## config.mk

```make
export PLATFORM = sky130hd
export DESIGN_NAME = imm_ext_buf_flat
export DESIGN_NICKNAME = d
export VERILOG_FILES = /design/src/rtl/imm_ext_buf_if.sv /design/src/rtl/imm_ext_buf.sv /design/src/flat_wrapper.sv
export SDC_FILE = /design/constraint.sdc
export NUM_CORES = 1
export LEC_CHECK = 0
export BUFFER_PORTS_ARGS = -buffer_cell sky130_fd_sc_hd__buf_4
export CAP_MARGIN = 20
export CELL_PAD_IN_SITES_DETAIL_PLACEMENT = 2
export CELL_PAD_IN_SITES_GLOBAL_PLACEMENT = 2
export CORE_ASPECT_RATIO = 1.75
export CORE_MARGIN = 10
export CORE_UTILIZATION = 30
export CTS_CLUSTER_SIZE = 16
export DETAILED_ROUTE_END_ITERATION = 12
export PLACE_DENSITY_LB_ADDON = 0.1
export SLEW_MARGIN = 20
export SYNTH_ARGS = -nofsm -noshare
export SYNTH_HDL_FRONTEND = slang
export SYNTH_SLANG_ARGS = --single-unit
export TNS_END_PERCENT = 100
```

## constraint.sdc

```tcl
create_clock -name clk -period 4.04 [get_ports clk]
set_input_delay 0.808 -clock clk [delete_from_list [all_inputs] [get_ports clk]]
set_output_delay 0.808 -clock clk [all_outputs]
set_load 0.01 [all_outputs]
```

## src/rtl/imm_ext_buf_if.sv

```systemverilog
`default_nettype none
//==============================================================================
// imm_ext_buf_if -- request/response bundle for imm_ext_buf.  Rev 1.0
//==============================================================================
interface imm_ext_buf_if #(
  parameter int IN_W  = 16,
  parameter int OUT_W = 32,
  parameter int J_W   = 26
);
  logic             in_valid;
  logic             in_ready;
  logic [IN_W-1:0]  imm_i;
  logic [J_W-1:0]   jidx_i;
  logic [OUT_W-1:0] pc_i;
  logic [2:0]       mode_i;
  logic             out_valid;
  logic             out_ready;
  logic [OUT_W-1:0] ext_o;
  logic             err_o;

  modport master (
    output in_valid, imm_i, jidx_i, pc_i, mode_i, out_ready,
    input  in_ready, out_valid, ext_o, err_o
  );

  modport slave (
    input  in_valid, imm_i, jidx_i, pc_i, mode_i, out_ready,
    output in_ready, out_valid, ext_o, err_o
  );
endinterface
`default_nettype wire

```

## src/rtl/imm_ext_buf.sv

```systemverilog
`default_nettype none
//==============================================================================
// imm_ext_buf -- immediate extension into a 2-entry skid buffer; jump mode
// (mode 4) compiled in by IMM_EXT_JUMP_EN.  Rev 1.0
//==============================================================================
module imm_ext_buf #(
  parameter int IN_W  = 16,
  parameter int OUT_W = 32,
  parameter int J_W   = 26
) (
  input  wire logic    clk,
  input  wire logic    rst_n,
  imm_ext_buf_if.slave bus
);

  localparam int PAD_W = OUT_W - IN_W;

  if (OUT_W <= IN_W + 2) begin : g_chk_in_w
    $error("imm_ext_buf: OUT_W must exceed IN_W + 2");
  end
`ifdef IMM_EXT_JUMP_EN
  if (OUT_W <= J_W + 2) begin : g_chk_j_w
    $error("imm_ext_buf: OUT_W must exceed J_W + 2");
  end
`endif

  typedef enum logic [1:0] {
    EMPTY = 2'd0,
    ONE   = 2'd1,
    TWO   = 2'd2
  } state_t;

  state_t           state_q, state_d;
  logic [OUT_W-1:0] head_q, head_d;
  logic [OUT_W-1:0] tail_q, tail_d;
  logic             in_ready_q;
  logic             err_q;

  logic [OUT_W-1:0] w_sext;
  logic [OUT_W-1:0] w_word;
  logic             w_illegal;
  logic             w_acc;
  logic             w_pop;

  assign w_sext = {{PAD_W{bus.imm_i[IN_W-1]}}, bus.imm_i};

  always_comb begin
    w_word    = '0;
    w_illegal = 1'b0;
    case (bus.mode_i)
      3'd0: w_word = {{PAD_W{1'b0}}, bus.imm_i};
      3'd1: w_word = {bus.imm_i, {PAD_W{1'b0}}};
      3'd2: w_word = w_sext;
      3'd3: w_word = {w_sext[OUT_W-3:0], 2'b00};
`ifdef IMM_EXT_JUMP_EN
      3'd4: w_word = {bus.pc_i[OUT_W-1:J_W+2], bus.jidx_i, 2'b00};
`endif
      default: w_illegal = 1'b1;
    endcase
  end

`ifndef IMM_EXT_JUMP_EN
  logic w_unused_jump;
  assign w_unused_jump = ^{bus.pc_i, bus.jidx_i};
`endif

  assign w_acc = bus.in_valid & in_ready_q;
  assign w_pop = (state_q != EMPTY) & bus.out_ready;

  always_comb begin
    state_d = state_q;
    head_d  = head_q;
    tail_d  = tail_q;
    case (state_q)
      EMPTY: begin
        if (w_acc) begin
          head_d  = w_word;
          state_d = ONE;
        end
      end
      ONE: begin
        if (w_acc && w_pop) begin
          head_d = w_word;
        end else if (w_acc) begin
          tail_d  = w_word;
          state_d = TWO;
        end else if (w_pop) begin
          state_d = EMPTY;
        end
      end
      TWO: begin
        // in_ready is low here, so only a pop can happen
        if (w_pop) begin
          head_d  = tail_q;
          state_d = ONE;
        end
      end
      default: state_d = EMPTY;
    endcase
  end

  always_ff @(posedge clk) begin
    if (!rst_n) begin
      state_q    <= EMPTY;
      head_q     <= '0;
      tail_q     <= '0;
      in_ready_q <= 1'b1;
      err_q      <= 1'b0;
    end else begin
      state_q    <= state_d;
      head_q     <= head_d;
      tail_q     <= tail_d;
      in_ready_q <= (state_d != TWO);
      err_q      <= err_q | (w_acc & w_illegal);
    end
  end

  assign bus.in_ready  = in_ready_q;
  assign bus.out_valid = (state_q != EMPTY);
  assign bus.ext_o     = head_q;
  assign bus.err_o     = err_q;

endmodule
`default_nettype wire
```

## src/flat_wrapper.sv

```systemverilog
// flat-port wrapper written by rule: the top's interface ports become plain ports
module imm_ext_buf_flat 
#(
  parameter int IN_W  = 16,
  parameter int OUT_W = 32,
  parameter int J_W   = 26
)
  (clk, rst_n, bus_in_valid, bus_imm_i, bus_jidx_i, bus_pc_i, bus_mode_i, bus_out_ready, bus_in_ready, bus_out_valid, bus_ext_o, bus_err_o);
  imm_ext_buf_if #(.IN_W(IN_W), .OUT_W(OUT_W), .J_W(J_W)) bus_i ();
  input  wire logic clk;
  input  wire logic rst_n;
  input wire logic [$bits(bus_i.in_valid)-1:0] bus_in_valid;
  input wire logic [$bits(bus_i.imm_i)-1:0] bus_imm_i;
  input wire logic [$bits(bus_i.jidx_i)-1:0] bus_jidx_i;
  input wire logic [$bits(bus_i.pc_i)-1:0] bus_pc_i;
  input wire logic [$bits(bus_i.mode_i)-1:0] bus_mode_i;
  input wire logic [$bits(bus_i.out_ready)-1:0] bus_out_ready;
  output wire logic [$bits(bus_i.in_ready)-1:0] bus_in_ready;
  output wire logic [$bits(bus_i.out_valid)-1:0] bus_out_valid;
  output wire logic [$bits(bus_i.ext_o)-1:0] bus_ext_o;
  output wire logic [$bits(bus_i.err_o)-1:0] bus_err_o;
  assign bus_i.in_valid = bus_in_valid;
  assign bus_i.imm_i = bus_imm_i;
  assign bus_i.jidx_i = bus_jidx_i;
  assign bus_i.pc_i = bus_pc_i;
  assign bus_i.mode_i = bus_mode_i;
  assign bus_i.out_ready = bus_out_ready;
  assign bus_in_ready = bus_i.in_ready;
  assign bus_out_valid = bus_i.out_valid;
  assign bus_ext_o = bus_i.ext_o;
  assign bus_err_o = bus_i.err_o;
  imm_ext_buf #(.IN_W(IN_W), .OUT_W(OUT_W), .J_W(J_W)) u_core (.clk(clk), .rst_n(rst_n), .bus(bus_i));
endmodule
```

Word level (Yosys, flattened, before mapping)

Index checks and enable logic that the tools add are counted.

Register bits: 68
Bits of input ports: 81
Output and inout port bits: 35

Eq/ne operators: 9
Muxes and demuxes: 12
Bitwise logic cells: 5
Reduce and logical (&&, ||, !) cells: 8

Operators with widths:

| kind                                                | count |
|---|---|
| one-hot mux 32 bit (4 select lines)                 | 1 |
| 2-to-1 mux 32 bit                                   | 3 |
| one-hot mux 32 bit (3 select lines)                 | 1 |
| 2-to-1 mux 2 bit                                    | 5 |
| equality test 3 x 2 -> 1 bit, second input constant | 2 |
| != test 2 x 1 -> 1 bit, second input constant       | 3 |
| one-hot mux 2 bit (3 select lines)                  | 1 |
| AND reduction 4 bit                                 | 1 |
| OR reduction 4 bit                                  | 1 |
| bitwise AND 1 bit                                   | 3 |
| equality test 3 x 1 -> 1 bit, second input constant | 1 |
| logical NOT 3 bit                                   | 1 |
| AND reduction 3 bit                                 | 1 |
| nonzero test 3 bit                                  | 1 |
| equality test 2 x 1 -> 1 bit, second input constant | 1 |
| equality test 2 bit, second input constant          | 1 |
| logical NOT 2 bit                                   | 1 |
| != test 2 bit, second input constant                | 1 |
| nonzero test 2 bit                                  | 1 |
| logical AND 1 bit                                   | 1 |
| 2-to-1 mux 1 bit                                    | 1 |
| inverter 1 bit                                      | 1 |
| OR 1 bit                                            | 1 |

Depth between registers and ports, before layout

Gate-level depths: netlist of run 1.

Word-level depth: 7
Mapped depth: 7
Depth with buffers taken out: 4

Worst setup path before layout of run 1

OpenSTA, ideal clock, no wires.

Path kind: input to register
Start: input port bus_out_ready
End: register u_core.head_q[25], in the netlist u_core.bus.ext_o[25]
Library setup time: 0.135 ns
Arrival time: 1.809 ns
Setup slack: 2.095 ns
Stages: 7
Cell sequence: buf_2 nand2b_2 a22o_1 buf_6 buf_6 o2111ai_1 a21oi_1

Cells in the longest elaborated chain, start to end: 4
Elaborated cells on any way between the ends: 5
Classes of those cells: eq/ne (2); bitwise (1); reduce/logical (2)

Ends and longest elaborated chain:

| what                              | RTL line           | text |
|---|---|---|
| start, declared                   | flat_wrapper.sv:17 | `input wire logic [$bits(bus_i.out_ready)-1:0] bus_out_ready;` |
| bitwise AND 1 bit (*)             | imm_ext_buf.sv:68  | `assign w_pop = (state_q != EMPTY) & bus.out_ready;` |
| logical AND 1 bit                 | imm_ext_buf.sv:82  | `if (w_acc && w_pop) begin` |
| != test 2 x 1 -> 1 bit (no line)  | -                  |  |
| AND reduction 4 bit (no line) (*) | -                  |  |
| end signal, assigned              | imm_ext_buf.sv:105 | `head_q <= '0;` |
| end signal, assigned              | imm_ext_buf.sv:111 | `head_q <= head_d;` |
| end, declared                     | imm_ext_buf.sv:34  | `logic [OUT_W-1:0] head_q, head_d;` |

Mark *: on every way between the ends. The rest lies on a longest branch, timed or not.
A chain may end at the register's enable or synchronous reset.

Worst setup path after layout of run 1

Start: register u_core.state_q[1]
End: register u_core.head_q[18], in the netlist u_core.bus.ext_o[18]

Cells in the longest elaborated chain, start to end: 5
Elaborated cells on any way between the ends: 12
Classes of those cells: eq/ne (5); mux (1); bitwise (1); reduce/logical (5)

Ends and longest elaborated chain:

| what                             | RTL line           | text |
|---|---|---|
| start, declared                  | imm_ext_buf.sv:33  | `state_t state_q, state_d;` |
| start signal, assigned           | imm_ext_buf.sv:110 | `state_q <= state_d;` |
| nonzero test 2 bit               | imm_ext_buf.sv:68  |  |
| bitwise AND 1 bit                | imm_ext_buf.sv:68  |  |
| logical AND 1 bit                | imm_ext_buf.sv:82  |  |
| != test 2 x 1 -> 1 bit (no line) | -                  |  |
| AND reduction 4 bit (no line)    | -                  |  |

Parallel ways exist; a longest one is shown, timed or not.

==> flow_metrics.env, run 1 <==
export IMPL_outcome="finished, final reports clean"
export IMPL_drt_iter0_drc=141
export IMPL_power_per_cell_area_nw_per_um2=426
export IMPL_crit_required_ns=4.30
export IMPL_pre_cts_ws_ns=1.43
export IMPL_number_of_antenna_violations_at_the_first_check_in_global_routing=0
export IMPL_final_period_minus_worst_setup_slack_ns=2.30
export IMPL_critPathCaptureType="flop"
export IMPL_max_clock_path_buffers=2
export IMPL_globalRoute_totalOverflow=0
export IMPL_fillCellCount=1215
export IMPL_tritoncts_clock_tree="done"
export IMPL_die_width_um=99.2
export IMPL_hold_worst_slack_ns=0.453
export IMPL_globalplace_congestion=0.729
export IMPL_reg_to_reg_end="u_core.bus.ext_o[18]$_SDFFE_PN0P_"
export IMPL_synthesis_area_sq_um=3300
export IMPL_maximum_number_of_pins_on_one_net_before_global_route_repair=47
export IMPL_synth_nets=492
export IMPL_synth_top_family_by_area="compound AO/OA/AOI/OAI gates"
export IMPL_drt_drc=0
export IMPL_timing_final_setup_violations=0
export IMPL_start_util_pct=30.8
export IMPL_dr_total_vias=3345
export IMPL_final_max_slew_viol_count=0
export IMPL_syn_instance_count=411
export IMPL_row_count=50
export IMPL_hold_violations=0
export IMPL_synth_mux_area_fraction_pct=0.607
export IMPL_clk_transition_reported_paths_ns=0.06
export IMPL_worst_hold_startpoint="u_core.bus.ext_o[25]$_SDFFE_PN0P_"
export IMPL_rr_worst_depth=6
export IMPL_firstDrtPassIters=5
export IMPL_antenna_cells_inserted=0
export IMPL_floorplan_die_height_um=159
export IMPL_wire_length_of_the_first_global_routing_pass_um=20000
export IMPL_multi_input_comb_area_sq_um=1690
export IMPL_fin_setup_tns_ns=0
export IMPL_synth_area_per_cell_sq_um=8.02
export IMPL_max_clock_freq_ghz=0.434
export IMPL_area_growth_synth_to_final_pct=20.6
export IMPL_synth_edff_count=0
export IMPL_clock_sinks=68
export IMPL_design_die_area_sq_um=15700
export IMPL_regArea_sq_um=1360
export IMPL_timing_max_cap_violations=0
export IMPL_critical_path_peak_fanout=23
export IMPL_min_to="u_core.bus.ext_o[25]$_SDFFE_PN0P_"
export IMPL_area_fraction_in_compound_gates_after_synthesis_pct=31.1
export IMPL_min_path_type="flop to flop"
export IMPL_fin_skew_ns=0.00661
export IMPL_synth_flop_cell="sky130_fd_sc_hd__dfxtp_1"
export IMPL_setup_repair_after_global_routing_missed_its_margin="no"
export IMPL_wl_per_cell_um=21.4
export IMPL_post_route_cells_drive_above_1_share_pct=18.8
export IMPL_fraction_of_the_cycle_the_final_worst_path_needs_pct=57.0
export IMPL_h_tree_depth=3
export IMPL_io_buffers=57
export IMPL_final_critical_path_setup_slack_ns=1.74
export IMPL_grtUsageTotal_pct=15.8
export IMPL_final_common_cell="sky130_fd_sc_hd__a21oi_1"
export IMPL_synth_yosys_warnings=0
export IMPL_worst_pin_slew_ns=0.852
export IMPL_grt_pass1_vias=3699
export IMPL_final_cell_mix="sky130_fd_sc_hd__a21oi_1, sky130_fd_sc_hd__nand2_1, sky130_fd_sc_hd__dfxtp_1"
export IMPL_setup_reg_to_reg_worst_slack_ns=1.74
export IMPL_synth_fa_ha_area_share_pct=0
export IMPL_yosys_area_share_simple_pct=19.6
export IMPL_count_of_antenna_violating_nets_left_after_detailed_routing=0
export IMPL_design_core_area_sq_um=10700
export IMPL_netlist_cell_type_count=34
export IMPL_cts_root_buffer_cell="sky130_fd_sc_hd__clkbuf_16"
export IMPL_clock_latency_reported_for_the_late_side_of_the_worst_skew_pair_ns=0.34
export IMPL_critPathLaunchType="flop"
export IMPL_hold_depth=2
export IMPL_leakage_nw=1.50
export IMPL_dp_hpwl_um=7710
export IMPL_yosys_reg_bits=68
export IMPL_detailed_place_area_sq_um=3710
export IMPL_final_nets=523
export IMPL_slew_headroom_pct=43.2
export IMPL_cts_buffers=9
export IMPL_post_cts_hold_buffer_count=0
export IMPL_ctsResizeCount=0
export IMPL_stdcell_area_sq_um=3980
export IMPL_post_drt_via_cell_ratio=5.80
export IMPL_path_class="flop to flop"
export IMPL_synth_sequential_area_ratio_pct=41.3
export IMPL_worst_ep_arrival_time_ns=2.56
export IMPL_regToRegStartpoint="u_core.state_q[1]$_SDFF_PN0_"
export IMPL_boundaryPins=116
export IMPL_finalWirelength_um=12300
export IMPL_postCtsSetupRepairBufs=0
export IMPL_async_flop_share_pct=0
export IMPL_yosys_area_share_xor_xnor_pct=0
export IMPL_max_vdd_ir_drop_mv=0.205
==> per-layer routing <==
layer | track usage [%] | routed length (um) | vias up
met3 | 3.73 | 610 | 10
met5 | 0 | 0 | -
li1 | - | - | 1561
met4 | 5.28 | 164 | 0
met1 | 18.0 | 5220 | 1700
met2 | 28.0 | 6340 | 74
==> worst max-delay path: stages (launching register included) <==
cell	delay, ns
sky130_fd_sc_hd__dfxtp_1	0.43
sky130_fd_sc_hd__nor2b_1	0.19
sky130_fd_sc_hd__buf_4	0.31
sky130_fd_sc_hd__a22o_1	0.61
sky130_fd_sc_hd__buf_12	0.27
sky130_fd_sc_hd__o2111ai_1	0.20
sky130_fd_sc_hd__a21oi_1	0.21
==> per-stage QoR <==
stage | util [%] | cells | power, mW
finish | 37.2 | 577 | 1.69
detailed placement | 34.7 | 561 | 0.983
global placement | 34.7 | 561 | 0.975
floorplan | - | 411 | 0.886
CTS | 37.2 | 577 | 1.72
global route | 37.2 | 577 | 1.77
==> synth_stat cells (all sizes together) (2+ instances only) <==
| library cell | instances | area share (%) |
|---|---|---|
| a21oi | 92 | 14 |
| a221o | 14 | 4.3 |
| a311oi | 3 | 1.4 |
| and3b | 2 | 0.53 |
| buf | 28 | 5.4 |
| clkbuf | 15 | 1.7 |
| dfxtp | 68 | 41 |
| mux2i | 2 | 0.61 |
| nand2 | 75 | 8.5 |
| nand2b | 15 | 2.9 |
| nand3 | 28 | 4.3 |
| nor2 | 7 | 0.87 |
| nor2b | 4 | 0.99 |
| nor3b | 3 | 0.68 |
| o2111ai | 28 | 7.4 |
| o21ai | 15 | 2.3 |
==> worst max path at each step <==
stage,startpoint,end,cells after the start
2_1_floorplan,bus_out_ready,u_core.bus.ext_o[25]$_SDFFE_PN0P_,7
3_3_place_gp,bus_mode_i[2],u_core.bus.ext_o[14]$_SDFFE_PN0P_,4
3_5_place_dp,bus_in_valid,u_core.bus.ext_o[18]$_SDFFE_PN0P_,6
4_1_cts,u_core.state_q[1]$_SDFF_PN0_,u_core.bus.ext_o[18]$_SDFFE_PN0P_,6
5_1_grt,u_core.state_q[1]$_SDFF_PN0_,u_core.bus.ext_o[18]$_SDFFE_PN0P_,6
6_report,u_core.state_q[1]$_SDFF_PN0_,u_core.bus.ext_o[18]$_SDFFE_PN0P_,6
==> cells by family after synthesis <==
logic type,after synthesis
DFF,68
buffers and inverters,45
AOI/OAI and AO/OA,158
and+or+nand+nor,138
muxes,2
==> power by group <==
group | leakage (nW) | switching, mW | total [mW] | internal [mW]
combinational | 0.812 | 0.157 | 0.253 | 0.0959
sequential | 0.552 | 0.0155 | 0.713 | 0.698
clock | 0.131 | 0.295 | 0.727 | 0.431
total | 1.50 | 0.468 | 1.69 | 1.22
==> layout make-up <==
class / count / area share (%)
Tap cell: 130 / 4.09
Multi-Input combinational cell: 298 / 42.6
Timing Repair Buffer: 63 / 12.2
Clock buffer: 14 / 6.39
Inverter: 2 / 0.189
Clock inverter: 2 / 0.252
Sequential cell: 68 / 34.2
==> registers in the layout, indices dropped and copies added, names as in the netlist <==
register,flops
u_core.bus.in_ready,1
u_core.bus.ext_o,32
u_core.tail_q,32
u_core.state_q,2
u_core.bus.err_o,1
Power figures use the tool's default switching activity.
==> run 2, diff against run 1 <==
--- a/config.mk
+++ b/config.mk
@@ -5,13 +5,14 @@
 export SDC_FILE = /design/constraint.sdc
 export NUM_CORES = 1
 export LEC_CHECK = 0
+export ABC_AREA = 1
 export BUFFER_PORTS_ARGS = -buffer_cell sky130_fd_sc_hd__buf_4
 export CAP_MARGIN = 20
 export CELL_PAD_IN_SITES_DETAIL_PLACEMENT = 2
 export CELL_PAD_IN_SITES_GLOBAL_PLACEMENT = 2
 export CORE_ASPECT_RATIO = 1.75
 export CORE_MARGIN = 10
-export CORE_UTILIZATION = 30
+export CORE_UTILIZATION = 25
 export CTS_CLUSTER_SIZE = 16
 export DETAILED_ROUTE_END_ITERATION = 12
 export PLACE_DENSITY_LB_ADDON = 0.1
==> constraint.sdc (replaced) <==
create_clock -name clk -period 2.4 [get_ports clk]
set_input_delay 0.48 -clock clk [delete_from_list [all_inputs] [get_ports clk]]
set_output_delay 0.48 -clock clk [all_outputs]
set_load 0.01 [all_outputs]
==> flow_metrics.env, run 2 <==
export IMPL_synthesis_area_sq_um=3390
export IMPL_fraction_of_the_cycle_the_final_worst_path_needs_pct=70.1
export IMPL_worst_pin_slew_ns=0.693
export IMPL_drt_iter0_drc=183
export IMPL_h_tree_depth=3
export IMPL_io_buffers=57
export IMPL_clock_latency_reported_for_the_late_side_of_the_worst_skew_pair_ns=0.34
export IMPL_grt_pass1_vias=3925
export IMPL_final_common_cell="sky130_fd_sc_hd__nand2_1"
export IMPL_timing_final_setup_violations=0
export IMPL_worst_hold_startpoint="bus_imm_i[1]"
export IMPL_area_growth_synth_to_final_pct=23.9
export IMPL_power_per_cell_area_nw_per_um2=729
export IMPL_hold_violations=0
export IMPL_row_count=56
export IMPL_library_cell_occupying_the_most_area_in_the_post_synthesis_netlist="sky130_fd_sc_hd__dfxtp_1"
export IMPL_ctsResizeCount=0
export IMPL_critPathCaptureType="flop"
export IMPL_max_vdd_ir_drop_mv=0.425
export IMPL_postCtsSetupRepairBufs=0
export IMPL_outcome="finished, final reports clean"
export IMPL_critical_path_startpoint="u_core.state_q[0]$_SDFF_PN0_"
export IMPL_wl_per_cell_um=17.6
export IMPL_cpPeakStageDelay_ns=0.38
export IMPL_critPathLaunchType="flop"
export IMPL_yosys_area_top_type_share_pct=40.2
export IMPL_finalWirelength_um=13100
export IMPL_fin_skew_ns=0.00454
export IMPL_min_path_type="input pin to flop"
export IMPL_synth_common_cells="sky130_fd_sc_hd__nand2_1, sky130_fd_sc_hd__nor2_1, sky130_fd_sc_hd__dfxtp_1"
export IMPL_cts_buffers=9
export IMPL_synth_flop_cell="sky130_fd_sc_hd__dfxtp_1"
export IMPL_yosys_reg_bits=68
export IMPL_post_drt_via_cell_ratio=4.88
export IMPL_max_clock_path_buffers=2
export IMPL_synth_area_per_cell_sq_um=6.38
export IMPL_timing_critical_path_max_delay_family="buffers and inverters"
export IMPL_tritoncts_clock_tree="done"
export IMPL_power_switching_fraction_pct=28.8
export IMPL_post_route_cells_drive_above_1_share_pct=15.2
export IMPL_crit_required_ns=2.67
export IMPL_netlist_cell_type_count=22
export IMPL_boundaryPins=116
export IMPL_globalplace_congestion=0.719
export IMPL_slew_headroom_pct=53.8
export IMPL_timing_max_cap_violations=0
export IMPL_dr_total_vias=3641
export IMPL_yosys_cell_count_top_type="sky130_fd_sc_hd__nand2_1"
export IMPL_start_util_pct=25.4
export IMPL_path_class="flop to flop"
export IMPL_floorplan_die_height_um=174
export IMPL_synth_yosys_warnings=0
export IMPL_share_of_power_burned_in_the_clock_network_pct=42.7
export IMPL_synth_edff_count=0
export IMPL_power_combinational_fraction_pct=16.7
export IMPL_drt_drc=0
export IMPL_dp_hpwl_um=8770
export IMPL_p_switching_mw=0.880
export IMPL_maximum_number_of_pins_on_one_net_before_global_route_repair=67
export IMPL_grtUsageTotal_pct=14.3
export IMPL_synth_sequential_area_ratio_pct=40.2
export IMPL_cell_count_after_placement=730
export IMPL_crit_path_top_delay_cell="sky130_fd_sc_hd__buf_4"
export IMPL_die_width_um=108
export IMPL_final_cell_mix="sky130_fd_sc_hd__nand2_1, sky130_fd_sc_hd__nor2_1, sky130_fd_sc_hd__dfxtp_1"
export IMPL_post_route_non_filler_standard_cell_count=746
export IMPL_critical_path_peak_fanout=19
export IMPL_globalRoute_totalOverflow=0
export IMPL_cts_root_buffer_cell="sky130_fd_sc_hd__clkbuf_16"
export IMPL_async_flop_share_pct=0
export IMPL_leakage_nw=2.06
export IMPL_design_core_area_sq_um=13300
export IMPL_clk_transition_reported_paths_ns=0.06
export IMPL_max_clock_freq_ghz=0.595
export IMPL_final_period_minus_worst_setup_slack_ns=1.68
export IMPL_wire_length_of_the_first_global_routing_pass_um=21200
export IMPL_worst_ep_arrival_time_ns=1.95
export IMPL_netlist_top_cells_area="sky130_fd_sc_hd__dfxtp_1, sky130_fd_sc_hd__nand2_1, sky130_fd_sc_hd__nor2_1"
export IMPL_design_die_area_sq_um=18800
export IMPL_pwr_share_seq_pct=40.5
export IMPL_fin_setup_tns_ns=0
export IMPL_post_cts_hold_buffer_count=0
export IMPL_crit_path_cell_trace="inv_1 -> nand2_2 -> inv_1 -> buf_4 -> nand2_1 -> nand2_1 -> o21ai_1 -> nor2_1"
export IMPL_synth_nets=612
export IMPL_setup_repair_after_global_routing_missed_its_margin="no"
export IMPL_regToRegStartpoint="u_core.state_q[0]$_SDFF_PN0_"
export IMPL_count_of_antenna_violating_nets_left_after_detailed_routing=0
export IMPL_antenna_cells_inserted=0
export IMPL_final_max_slew_viol_count=0
export IMPL_critical_path_n_buffers_inverters=3
export IMPL_clock_sinks=68
export IMPL_firstDrtPassIters=4
export IMPL_syn_instance_count=531
export IMPL_internal_power_mw=2.18
export IMPL_number_of_antenna_violations_at_the_first_check_in_global_routing=0
export IMPL_final_nets=648
-- run 2: final timing paths --
path,endpoint,slack (ns),depth (start not counted)
max reg2reg,u_core.bus.ext_o[1]$_SDFFE_PN0P_,0.72,8
max,u_core.bus.ext_o[1]$_SDFFE_PN0P_,0.72,8
min reg2reg,u_core.bus.err_o$_SDFF_PN0_,0.47,1
min,u_core.tail_q[1]$_SDFFE_PN0P_,0.43,3
-- run 2: cell families after synthesis --
kind of cell	count (synthesis)	synth area share (%)
buffers and inverters	82	10.5
flip-flops	68	40.2
AO/OA/AOI/OAI	69	10.4
AND/OR/NAND/NOR	312	38.9
-- run 2: cell type report --
class	instances	area [sq um]
Multi-Input combinational cell	381	1670
Sequential cell	68	1360
Inverter	42	158
Clock inverter	3	20.0
Tap cell	174	218
Fill cell	1657	9120
Timing Repair Buffer	65	500
Clock buffer	13	270
-- run 2: metrics by stage --
| step | setup slack [ns] | hold slack (ns) | cell area [sq um] | total power, mW | utilization [%] |
|---|---|---|---|---|---|
| final | 0.718 | 0.431 | 4200 | 3.06 | 31.5 |
| after global routing | 0.531 | 0.441 | 4200 | 3.24 | 31.5 |
| after CTS | 0.665 | 0.432 | 4200 | 3.11 | 31.5 |
| after detailed placement | 0.545 | 0.459 | 3910 | 1.79 | 29.3 |
| after global placement | 0.579 | 0.453 | 3910 | 1.77 | 29.3 |
| after floorplan | 1.03 | 0.443 | 3390 | 1.56 | - |
-- run 2: metal layers --
layer / up-vias / share of wire (%) / global-route usage, %
li1: 1764 / - / -
met1: 1806 / 43 / 16.1
met2: 54 / 52 / 25.2
met3: 17 / 3.0 / 3.00
met4: 0 / 2.0 / 5.20
met5: - / 0 / 0
-- run 2: power by group through the flow --
stage          clock network [mW]  registers [mW]  logic, mW
2_1_floorplan                   0            1.28      0.281
3_3_place_gp                    0            1.26      0.510
3_5_place_dp                    0            1.26      0.526
4_1_cts                      1.34            1.24      0.530
5_1_grt                      1.40            1.25      0.587
6_report                     1.31            1.24      0.512
-- run 2: tightest hold or removal path, cell delays in order --
cell and delay (ns):
sky130_fd_sc_hd__buf_4 0.11, sky130_fd_sc_hd__a21oi_1 0.06, sky130_fd_sc_hd__nor2_1 0.08
==> run 3, diff against run 2 <==
--- a/config.mk
+++ b/config.mk
@@ -5,7 +5,7 @@
 export SDC_FILE = /design/constraint.sdc
 export NUM_CORES = 1
 export LEC_CHECK = 0
-export ABC_AREA = 1
+export ABC_AREA = 0
 export BUFFER_PORTS_ARGS = -buffer_cell sky130_fd_sc_hd__buf_4
 export CAP_MARGIN = 20
 export CELL_PAD_IN_SITES_DETAIL_PLACEMENT = 2
==> constraint.sdc (replaced) <==
create_clock -name clk -period 1.5 [get_ports clk]
set_input_delay 0.3 -clock clk [delete_from_list [all_inputs] [get_ports clk]]
set_output_delay 0.3 -clock clk [all_outputs]
set_load 0.01 [all_outputs]
==> flow_metrics.env, run 3 (synthesis results as in run 1) <==
export IMPL_final_util_pct=35.1
export IMPL_power_combinational_fraction_pct=17.0
export IMPL_tritoncts_clock_tree="done"
export IMPL_floorplan_die_height_um=172
export IMPL_max_vdd_ir_drop_mv=0.505
export IMPL_worst_ep_arrival_time_ns=1.82
export IMPL_dr_total_vias=3431
export IMPL_timing_final_setup_violations=10
export IMPL_pwr_share_seq_pct=38.7
export IMPL_design_die_area_sq_um=18400
export IMPL_grt_pass1_vias=3803
export IMPL_worst_hold_startpoint="bus_imm_i[14]"
export IMPL_hold_depth=3
export IMPL_slew_headroom_pct=75.2
export IMPL_power_switching_fraction_pct=26.9
export IMPL_finalWirelength_um=13500
export IMPL_cts_root_buffer_cell="sky130_fd_sc_hd__clkbuf_16"
export IMPL_critPathCaptureType="flop"
export IMPL_critical_path_n_buffers_inverters=3
export IMPL_max_clock_freq_ghz=0.649
export IMPL_globalRoute_totalOverflow=0
export IMPL_post_cts_hold_buffer_count=0
export IMPL_setup_repair_after_global_routing_missed_its_margin="yes"
export IMPL_final_common_cell="sky130_fd_sc_hd__a21oi_1"
export IMPL_timing_critical_path_max_delay_family="buffers and inverters"
export IMPL_path_class="flop to flop"
export IMPL_start_util_pct=25.5
export IMPL_stdcell_area_sq_um=4540
export IMPL_globalplace_congestion=0.743
export IMPL_fin_skew_ns=0.00601
export IMPL_die_width_um=107
export IMPL_setup_reg_to_reg_worst_slack_ns=-0.04
export IMPL_fin_setup_tns_ns=-0.297
export IMPL_regToRegStartpoint="u_core.state_q[1]$_SDFF_PN0_"
export IMPL_timing_max_cap_violations=0
export IMPL_final_cell_mix="sky130_fd_sc_hd__a21oi_1, sky130_fd_sc_hd__buf_4, sky130_fd_sc_hd__nand2_1"
export IMPL_drt_drc=0
export IMPL_min_path_type="input pin to flop"
export IMPL_area_growth_synth_to_final_pct=37.9
export IMPL_boundaryPins=116
export IMPL_maximum_number_of_pins_on_one_net_before_global_route_repair=47
export IMPL_crit_path_cell_trace="and3b_2 -> buf_6 -> a22oi_4 -> buf_6 -> clkbuf_16 -> nand2_2 -> a21oi_2"
export IMPL_worst_pin_slew_ns=0.371
export IMPL_final_nets=558
export IMPL_cpPeakStageDelay_ns=0.37
export IMPL_path_common_cell="sky130_fd_sc_hd__buf_6"
export IMPL_internal_power_mw=3.63
export IMPL_crit_path_top_delay_cell="sky130_fd_sc_hd__dfxtp_4"
export IMPL_count_of_antenna_violating_nets_left_after_detailed_routing=0
export IMPL_wl_per_cell_um=20.7
export IMPL_crit_required_ns=1.78
export IMPL_final_critical_path_setup_slack_ns=-0.0412
export IMPL_hold_worst_slack_ns=0.306
export IMPL_rr_worst_depth=7
export IMPL_critical_path_peak_fanout=8
export IMPL_critical_path_startpoint="u_core.state_q[1]$_SDFF_PN0_"
export IMPL_clk_transition_reported_paths_ns=0.06
export IMPL_path_depth=7
export IMPL_outcome="complete, but fails checks"
export IMPL_drt_iter0_drc=111
export IMPL_grtUsageTotal_pct=14.4
export IMPL_row_count=55
export IMPL_final_max_slew_viol_count=0
export IMPL_post_drt_via_cell_ratio=5.25
export IMPL_firstDrtPassIters=4
export IMPL_total_power_draw_mw=4.96
export IMPL_wire_length_of_the_first_global_routing_pass_um=20900
export IMPL_power_per_cell_area_nw_per_um2=1090
export IMPL_hold_violations=0
export IMPL_leakage_nw=1.75
export IMPL_dp_hpwl_um=9000
export IMPL_clock_latency_reported_for_the_late_side_of_the_worst_skew_pair_ns=0.34
export IMPL_violations="negative setup slack"
export IMPL_fraction_of_the_cycle_the_final_worst_path_needs_pct=103
export IMPL_design_core_area_sq_um=12900
export IMPL_clock_sinks=68
export IMPL_share_of_power_burned_in_the_clock_network_pct=44.3
export IMPL_max_clock_path_buffers=2
export IMPL_antenna_cells_inserted=0
export IMPL_cts_buffers=9
export IMPL_final_period_minus_worst_setup_slack_ns=1.54
export IMPL_h_tree_depth=3
export IMPL_post_route_cells_drive_above_1_share_pct=28.6
export IMPL_critPathLaunchType="flop"
export IMPL_number_of_antenna_violations_at_the_first_check_in_global_routing=0
export IMPL_p_switching_mw=1.34
export IMPL_detailed_place_area_sq_um=4050
export IMPL_io_buffers=57
## run 3: final timing paths
path	end
setup / recovery	u_core.bus.ext_o[23]$_SDFFE_PN0P_
hold / removal	u_core.tail_q[30]$_SDFFE_PN0P_
setup reg to reg	u_core.bus.ext_o[23]$_SDFFE_PN0P_
hold reg to reg	u_core.bus.ext_o[4]$_SDFFE_PN0P_
## run 3: worst register-to-register path: cells and delay by family, from the launching register on
family	cells	cell delay [ns]
buffers and inverters	3	0.44
flip-flops	1	0.37
AO/OA/AOI/OAI	2	0.35
AND/OR/NAND/NOR	2	0.31
## run 3: through the flow
| stage | instances | setup slack, ns |
|---|---|---|
| after global placement | 632 | -0.0491 |
| after CTS | 648 | -0.0116 |
| after floorplan | 411 | 0.0499 |
| final | 653 | -0.0412 |
| after detailed placement | 632 | -0.0870 |
| after global routing | 653 | -0.109 |
## run 3: area by class of cell
class	count	area, sq um
clock inverters	4	47.5
inverters	2	7.51
multi-input cells	298	1750
well taps	171	214
fillers	1518	8390
repair buffers	98	897
clock buffers	12	256
flip-flops and latches	68	1370
## run 3: layer usage
metal / global-route usage (%) / part of all wire (%) / up-vias
met5: 0 / 0 / -
met4: 3.90 / 1.0 / 0
met3: 3.62 / 3.7 / 9
met2: 26.2 / 54 / 55
met1: 16.1 / 41 / 1744
li1: - / - / 1623
## run 3: what timing repair did
action,4_1_cts,5_1_grt
buffers inserted,0,3
gates cloned,0,3
pin swaps,2,9
endpoints found under the setup margin,35,33
gates resized for setup,11,21
## run 3: power groups by stage
stage,Sequential [mW],Clock (mW),Combinational (mW)
2_1_floorplan,1.97,0,0.414
3_3_place_gp,1.95,0,0.762
3_5_place_dp,1.96,0,0.779
4_1_cts,1.92,2.27,0.801
5_1_grt,1.93,2.35,0.925
6_report,1.92,2.20,0.846
